$ cat src/rtl/torrence_params.sv
// Shared types for the torrence cache: memory operations and cache controller states.
package torrence_params;

    typedef enum logic {
        LOAD  = 1'b0,
        STORE = 1'b1
    } memory_operation_e;

    typedef enum logic [2:0] {
        IDLE      = 3'd0,
        WRITEBACK = 3'd1,
        WB_DONE   = 3'd2,
        FETCH     = 3'd3,
        INSTALL   = 3'd4
    } cache_state_e;

endpackage

$ cat src/rtl/cache_controller.sv
// Sequencing FSM for one cache instance: lookup, hit service, dirty-victim writeback,
// word-by-word line refill from the higher memory level, and line install.
//
// state     | meaning
// ----------+-------------------------------------------------------------
// IDLE      | lookup; a hit is serviced in the same cycle, a miss starts recovery
// WRITEBACK | dirty victim words streamed to higher memory (descending order)
// WB_DONE   | victim gone: invalidate way, re-latch request block address
// FETCH     | requested line streamed in from higher memory, word per transfer
// INSTALL   | mark new line valid; the request is replayed as a hit in IDLE
module cache_controller
    import torrence_params::*;
#(
    parameter bit READ_ONLY = 1'b0
) (
    input  logic clk,
    input  logic reset_n,
    input  logic req_valid,
    input  logic req_operation,
    output logic req_fulfilled,
    output logic hmem_valid,
    output logic hmem_operation,
    input  logic hmem_fulfilled,
    input  logic valid_block_match,
    input  logic valid_dirty_bit,
    input  logic counter_done,
    output logic miss_recovery_mode,
    output logic set_hmem_block_address,
    output logic use_victim_tag_for_hmem_block_address,
    output logic reset_counter,
    output logic decrement_counter,
    output logic perform_write,
    output logic process_lru_counters,
    output logic clear_selected_valid_bit,
    output logic set_selected_dirty_bit,
    output logic clear_selected_dirty_bit,
    output logic finish_new_line_install,
    output logic count_hit,
    output logic count_miss,
    output logic count_read,
    output logic count_write,
    output logic count_writeback
);

    cache_state_e state_q, state_d;
    logic         replay_q, replay_d;
    logic         is_store;

    // An I-cache never stores, so a STORE opcode is treated as a load there.
    assign is_store = (req_operation == STORE) && !READ_ONLY;

    // State and replay flag; the replay flag keeps the re-lookup after a refill
    // from being counted as a second (hit) event.
    always_ff @(posedge clk or negedge reset_n) begin
        if (!reset_n) begin
            state_q  <= IDLE;
            replay_q <= 1'b0;
        end else begin
            state_q  <= state_d;
            replay_q <= replay_d;
        end
    end

    // Next state and every datapath strobe; all strobes are forced low during reset.
    always_comb begin
        state_d                               = state_q;
        replay_d                              = replay_q;
        req_fulfilled                         = 1'b0;
        hmem_valid                            = 1'b0;
        hmem_operation                        = LOAD;
        miss_recovery_mode                    = 1'b0;
        set_hmem_block_address                = 1'b0;
        use_victim_tag_for_hmem_block_address = 1'b0;
        reset_counter                         = 1'b0;
        decrement_counter                     = 1'b0;
        perform_write                         = 1'b0;
        process_lru_counters                  = 1'b0;
        clear_selected_valid_bit              = 1'b0;
        set_selected_dirty_bit                = 1'b0;
        clear_selected_dirty_bit              = 1'b0;
        finish_new_line_install               = 1'b0;
        count_hit                             = 1'b0;
        count_miss                            = 1'b0;
        count_read                            = 1'b0;
        count_write                           = 1'b0;
        count_writeback                       = 1'b0;

        if (reset_n) begin
            case (state_q)
                IDLE: begin
                    if (req_valid) begin
                        if (valid_block_match) begin
                            req_fulfilled        = 1'b1;
                            process_lru_counters = 1'b1;
                            perform_write        = is_store;
                            set_selected_dirty_bit = is_store;
                            count_write          = is_store;
                            count_read           = !is_store;
                            count_hit            = !replay_q;
                            replay_d             = 1'b0;
                        end else begin
                            count_miss             = 1'b1;
                            set_hmem_block_address = 1'b1;
                            reset_counter          = 1'b1;
                            if (valid_dirty_bit && !READ_ONLY) begin
                                use_victim_tag_for_hmem_block_address = 1'b1;
                                state_d = WRITEBACK;
                            end else begin
                                // Invalidate before refill so an aborted fill never
                                // leaves a partially written line marked valid.
                                clear_selected_valid_bit = 1'b1;
                                state_d = FETCH;
                            end
                        end
                    end
                end

                WRITEBACK: begin
                    miss_recovery_mode = 1'b1;
                    hmem_valid         = 1'b1;
                    hmem_operation     = STORE;
                    if (hmem_fulfilled) begin
                        if (counter_done) begin
                            count_writeback = 1'b1;
                            state_d         = WB_DONE;
                        end else begin
                            decrement_counter = 1'b1;
                        end
                    end
                end

                WB_DONE: begin
                    set_hmem_block_address   = 1'b1;
                    reset_counter            = 1'b1;
                    clear_selected_dirty_bit = 1'b1;
                    clear_selected_valid_bit = 1'b1;
                    state_d                  = FETCH;
                end

                FETCH: begin
                    miss_recovery_mode = 1'b1;
                    hmem_valid         = 1'b1;
                    hmem_operation     = LOAD;
                    if (hmem_fulfilled) begin
                        perform_write = 1'b1;
                        if (counter_done) begin
                            state_d = INSTALL;
                        end else begin
                            decrement_counter = 1'b1;
                        end
                    end
                end

                INSTALL: begin
                    finish_new_line_install = 1'b1;
                    replay_d                = 1'b1;
                    state_d                 = IDLE;
                end

                default: begin
                    state_d = IDLE;
                end
            endcase
        end
    end

endmodule
$ cat config.mk
export PLATFORM = sky130hd
export DESIGN_NAME = cache_controller
export DESIGN_NICKNAME = d
export VERILOG_FILES = /design/src/rtl/torrence_params.sv /design/src/rtl/cache_controller.sv
export SDC_FILE = /design/constraint.sdc
export NUM_CORES = 1
export LEC_CHECK = 0
export BUFFER_PORTS_ARGS = -buffer_cell sky130_fd_sc_hd__clkbuf_2
export CAP_MARGIN = 5
export CORE_AREA = 3 3 40 42
export DETAILED_ROUTE_END_ITERATION = 10
export DIE_AREA = 0 0 43 45
export HOLD_SLACK_MARGIN = 0.08
export SLEW_MARGIN = 10
export SYNTH_ARGS = -nofsm -noshare
export SYNTH_HDL_FRONTEND = slang
export SYNTH_SLANG_ARGS = --single-unit
$ cat constraint.sdc
create_clock -name clk -period 1.2 [get_ports clk]
set_input_delay 0.12 -clock clk [delete_from_list [all_inputs] [get_ports clk]]
set_output_delay 0.12 -clock clk [all_outputs]
set_load 0.05 [all_outputs]
==> metrics, run 1 <==
status=finished, violations left; failing checks=setup timing; Mapped Avg Cell Area=7.875 µm²; root buffer cell=clkbuf_4; worst hold path startpoint=reset_n; min cycle time layout=1.599 ns; Port Buffers=26; vias in the first global route=529; number of synthesized flops with an enable pin=0; fill count=86; Die Area=0.001935 mm²; antenna-violating nets left=0; Cells on Worst Hold Path=3; worst setup margin=-0.3991 ns; post-synthesis sequential area ratio=0.2492; CTS Sinks=4; Antenna Cells=0; Top delay family on crit path=simple AND/OR/NAND/NOR gates; Tot Pwr=0.001710 W; Post-Syn Nets=59; Routed wire per std cell=13.81 µm; TritonCTS Buffers=3; maximum number of pins on one net before global-route repair=9; drt pass-1 iters=4; Area Overhead vs Synth=144.5%; Post-synth top flop=dfrtp_1; Via density=4.896; Max Fclk=625.4 MHz; Die H=45 µm; Max H-tree Level=1; Hold WS=0.2333 ns; pwr/cell area=1741 mW/mm²; critical path cell sequence=nor2b_4, nand4_1, buf_4, nor2_4, buf_8; clk_lat worst skew=0.24 ns; Synth area leaders=dfrtp_1 25%, nor2_1 8.4%, buf_4 7.5%, inv_1 4.7%, o32ai_2 4.0%; Static Leak=0.4351 nW; Worst Setup End Kind=output pin; initial drt markers=5; r2r startpoint=state_q[2]; fin crit share=1.333; die width=43 µm; Final #Nets=100; CTS Buffer Depth=2; VDD IR max=1.132 mV; Clock transition at path regs=0.05 ns; Worst slew margin=0.8248; clock skew=0.01122 ns; crit-path max cell delay=0.42 ns; Max FO, Critical Path=5; final setup fails=22; dominant cell by count in the synthesized netlist=nor2_1; RSZ-0062 raised after global routing=yes; worst r2r dst=state_q[2]; hold endpoint=state_q[2]; Worst path slowest cell=dfrtp_2; cell area after synthesis=401.6 µm²; Final Hold Fails=0; R2R Setup Slk=-0.13 ns; arrival time at the worst endpoint=1.48 ns; drt drc=0; GPL Wtd Cong=0.7835; Critical Path Stages=5; Worst-Margin Slew=0.2607 ns; initial core utilization=0.3126; Hold WC Path Type=input pin to register; total I/O pin count=27; Post-Synthesis Cells=51; Req. time, crit path=1.08 ns; hpwl dp=979.1 µm; number of distinct library cells after synthesis=28; Global Route Usage Sum=0.1612; max-slew violations=0; ys async rst share=1.000; maxcap violations=0; via count=519; worst setup path class=register to output pin; Yosys top cell by area=dfrtp_1; Synth top area share=0.2492; Setup TNS=-6.152 ns; Critical path buffers and inverters=2; Synth Warn #=0; Core ar.=0.001285 mm²; grt total ovfl=0; synth cell count leaders=9 x nor2_1, 5 x inv_1, 4 x buf_4, 4 x dfrtp_1, 3 x nand2_1; row count=13; synthesis-stage register bit count=4; final WL=1464 µm; initial antenna violation count=0; layout cells sized above 1=0.7582; first-pass GRT wire length=2366 µm; Setup crit start kind=register; CTS tree=done; cells on worst reg2reg path=5
## where the power goes
group | internal, W | switching [W]
clock network | 0.000125 | 0.0000661
registers | 0.000180 | 0.0000488
logic | 0.000538 | 0.000752
total | 0.000844 | 0.000866
## timing repair
item,in CTS,in global routing
gates cloned,0,0
endpoints found under the hold margin,4,0
resized for setup,39,18
endpoints found under the setup margin,21,22
pin swaps,4,4
hold buffers,1,0
setup buffers,0,2
## layout make-up
class / count / area, µm² / share of cell area
repair buffers: 42 / 440.4 / 0.4484
flip-flops and latches: 4 / 101.3 / 0.1032
well taps: 15 / 18.77 / 0.01911
clock buffers: 4 / 26.28 / 0.02675
inverters: 5 / 27.53 / 0.02803
multi-input cells: 36 / 367.9 / 0.3745
## registers in the layout, indices dropped and copies added (netlist names)
signal    count
state_q       3
replay_q      1
## kinds of logic (layout without fill, tap and decap cells)
group | after synthesis | count (layout) | synth area share
flops | 4 | 4 | 0.2492
buf+inv | 11 | 51 | 0.1620
simple gates | 25 | 25 | 0.3738
compound gates | 11 | 11 | 0.2150
## through the flow
stage | setup WS, ns | area (µm²) | instances | utilization
after floorplan | -0.3018 | 521.8 | 51 | -
after global placement | -0.2091 | 723.2 | 99 | 0.5628
after detailed placement | -0.2308 | 723.2 | 99 | 0.5628
after CTS | -0.3829 | 925.9 | 104 | 0.7205
after global routing | -0.4700 | 982.2 | 106 | 0.7644
final | -0.3991 | 982.2 | 106 | 0.7644
## worst max-delay path by stage
| stage | slack, ns | endpoint | from |
|---|---|---|---|
| 2_1_floorplan | -0.30 | req_fulfilled | state_q[2] |
| 3_3_place_gp | -0.21 | decrement_counter | state_q[2] |
| 3_5_place_dp | -0.23 | decrement_counter | state_q[2] |
| 4_1_cts | -0.38 | count_hit | state_q[2] |
| 5_1_grt | -0.47 | count_hit | state_q[2] |
| 6_report | -0.40 | count_read | state_q[2] |
## worst register-to-register path, cell delays in order, from the launching register on
cell and delay, ns:
dfrtp_2 0.42, nor2b_4 0.19, buf_4 0.16, nand2_2 0.10
buf_4 0.16, o32ai_2 0.21
## per-layer routing
metal / vias up / part of all wire / global-route usage / routed length (µm)
met5: - / 0 / 0 / 0
met4: 0 / 0.0096 / 0.06627 / 14
li1: 257 / - / - / -
met1: 236 / 0.38 / 0.1873 / 549
met3: 2 / 0.069 / 0.03586 / 101
met2: 24 / 0.55 / 0.2874 / 799
## layout by cell type, fill, tap and decap left out
cell type and n:
nand2_2 2, o21ai_0 1, nor2b_4 1, nor3b_4 2
buf_4 12, o21ai_2 1, dfrtp_2 1, nor3_4 1
inv_1 3, dlygate4sd3_1 1, o32ai_4 1, clkinvlp_4 1
buf_12 1, nor2b_1 1, nand4_1 2, nor2_4 6
nand2_1 2, o32ai_2 1, o31a_1 1, nand2b_1 1
nor2_1 2, a21o_1 1, nor4_2 1, clkbuf_2 7
and3_4 2, o21a_1 1, nand3_4 1, buf_6 3
clkbuf_1 1, o211a_4 1, inv_6 1, clkbuf_8 3
dfrtp_1 3, nor2_2 1, a211oi_2 1, buf_8 13
a21oi_1 2, clkbuf_4 5
(Power assumes the default switching activity.)
==> run 2, diff against run 1 <==
--- a/config.mk
+++ b/config.mk
@@ -10,6 +10,7 @@
 export CORE_AREA = 3 3 40 42
 export DETAILED_ROUTE_END_ITERATION = 10
 export DIE_AREA = 0 0 43 45
+export GPL_TIMING_DRIVEN = 0
 export HOLD_SLACK_MARGIN = 0.08
 export SLEW_MARGIN = 10
 export SYNTH_ARGS = -nofsm -noshare
==> constraint.sdc (replaced) <==
create_clock -name clk -period 1.6 [get_ports clk]
set_input_delay 0.16 -clock clk [delete_from_list [all_inputs] [get_ports clk]]
set_output_delay 0.16 -clock clk [all_outputs]
set_load 0.05 [all_outputs]
==> run 2 against run 1 <==
The flow still finishes with violations (setup timing). Clock skew decreased by 0.0086 ns. Global-route usage decreased by 4.1 points. Count of clock-buffer cells in the layout decreased by 1. Sequential share of layout area increased by 2.6 points. Setup slack improved by 0.34 ns.
==> metrics, run 2 (synthesized netlist as in run 1, its figures left out) <==
VDD IR max=1.045 mV (was 1.132 mV); Largest regs=state_q x3, replay_q x1 (unchanged); antenna-violating nets left=0 (unchanged); dpl ws=-0.02146 ns (was -0.2308 ns); Routed wire per std cell=12.76 µm (was 13.81 µm); cells on worst reg2reg path=3 (was 5); register bank with the most flops=state_q (unchanged); maxcap violations=0 (unchanged); arrival time at the worst endpoint=1.50 ns (was 1.48 ns); TritonCTS Buffers=3 (unchanged); Final Hold Fails=0 (unchanged); Tot Pwr=0.001091 W (was 0.001710 W); Max Fclk=602.4 MHz; Clock transition at path regs=0.04 ns (was 0.05 ns); total I/O pin count=27 (unchanged); worst setup margin=-0.05995 ns (was -0.3991 ns); grt total ovfl=0 (unchanged); via count=485 (was 519); Placed Area=573.1 µm² (was 723.2 µm²); final design area excluding fillers=787.0 µm² (was 982.2 µm²); maximum number of pins on one net before global-route repair=11 (was 9); GR peak layer=met2 (unchanged); Die Area=0.001935 mm² (unchanged); Area Overhead vs Synth=95.95% (was 144.5%); most frequent cells in the layout=9 x buf_4, 9 x clkbuf_4, 8 x clkbuf_2, 5 x buf_6, 5 x nor2_1 (was 13 x buf_8, 12 x buf_4, 7 x clkbuf_2, 6 x nor2_4, 5 x clkbuf_4); status=finished, violations left (unchanged); met2 Resource Use GR=0.1826 (was 0.2874); Final #Nets=95 (was 100); pwr/cell area=1387 mW/mm² (was 1741 mW/mm²); Core ar.=0.001285 mm² (unchanged); routing usage on met1=0.1529 (was 0.1873); Die H=45 µm (unchanged); drt drc=0 (unchanged); grt met3 use=0.06773 (was 0.03586); CTS tree=done (unchanged); CTS Sinks=4 (unchanged); Static Leak=0.3974 nW (was 0.4351 nW); initial core utilization=0.3126 (unchanged); fin crit share=1.037; vias in the first global route=411 (was 529); max-slew violations=0 (unchanged); hpwl dp=797.9 µm (was 979.1 µm); GPL Wtd Cong=0.7931 (was 0.7835); first-pass GRT wire length=1773 µm (was 2366 µm); root buffer cell=clkbuf_4 (unchanged); final WL=1276 µm (was 1464 µm); Antenna Cells=0 (unchanged); Worst slew margin=0.8160 (was 0.8248); drt pass-1 iters=2 (was 4); clk_lat worst skew=0.23 ns (was 0.24 ns); Hold WS=0.2160 ns (was 0.2333 ns); Req. time, crit path=1.44 ns (was 1.08 ns); initial antenna violation count=0 (unchanged); failing checks=setup timing (unchanged); Port Buffers=26 (unchanged); layout cells sized above 1=0.6471 (was 0.7582); initial drt markers=10 (was 5); Largest register FFs=3 (unchanged); worst setup path class=register to output pin (unchanged); Setup crit start kind=register (unchanged); Max H-tree Level=1 (unchanged); die width=43 µm (unchanged); CTS Buffer Depth=2 (unchanged); Hold WC Path Type=input pin to register (unchanged); final setup fails=7 (was 22); Via density=4.850 (was 4.896); Max FO, Critical Path=6 (was 5); RSZ-0062 raised after global routing=yes (unchanged); Worst Setup End Kind=output pin (unchanged); Global Route Usage Sum=0.1202 (was 0.1612); clock skew=0.002654 ns (was 0.01122 ns); fill count=114 (was 86); row count=13 (unchanged); Worst-Margin Slew=0.2772 ns (was 0.2607 ns); min cycle time layout=1.660 ns; Cells on Worst Hold Path=2 (was 3)
run 2: metrics by stage:
step,setup TNS [ns],instances,util
finish,-0.2734,100,0.6125
global route,-0.8190,100,0.6125
CTS,-0.2440,97,0.5570
detailed placement,-0.04015,92,0.4460
global placement,-0.01770,92,0.4460
floorplan,-0.4746,51,-
run 2: final cells by class:
type	instances	area [µm²]	share of cell area
clock buffers	3	22.52	0.02862
inverters	5	18.77	0.02385
multi-input cells	36	289.0	0.3672
repair buffers	31	280.3	0.3561
flip-flops and latches	4	101.3	0.1288
well taps	15	18.77	0.02385
plain buffers	6	56.30	0.07154
run 2: report_power, final:
group	leakage, nW	internal (W)	switching [W]
Sequential	0.0503	0.000135	0.0000168
Combinational	0.333	0.000318	0.000501
Clock	0.0138	0.0000836	0.0000374
Total	0.397	0.000536	0.000555
run 2: timing repair:
item,4_1_cts,5_1_grt
resized for setup,25,27
pin swaps,3,5
hold buffers,1,0
buffers inserted,1,3
endpoints found under the setup margin,16,16
hold endpoints to repair,4,0
gates cloned,0,0
run 2: metal layers:
layer  part of all wire  vias to the layer above  routed length [µm]
met5                  0                        -                   0
met4                  0                        0                   0
met3              0.074                        0                  94
met2               0.54                       14                 686
met1               0.39                      223                 495
li1                   -                      248                   -
run 2: worst paths after layout:
check | to | start | slack [ns]
max | req_fulfilled | state_q[2] | -0.06
min | state_q[1] | reset_n | 0.22
max reg2reg | replay_q | state_q[2] | 0.41
min reg2reg | replay_q | replay_q | 0.51
max in group asynchronous | state_q[2] | reset_n | 1.00
min in group asynchronous | replay_q | reset_n | 0.41
run 2: critical path: stages (launching register included):
cell and delay, ns:
dfrtp_2 0.42, nor2b_4 0.22, nand4_1 0.25, inv_2 0.13, buf_6 0.10, clkbuf_16 0.14
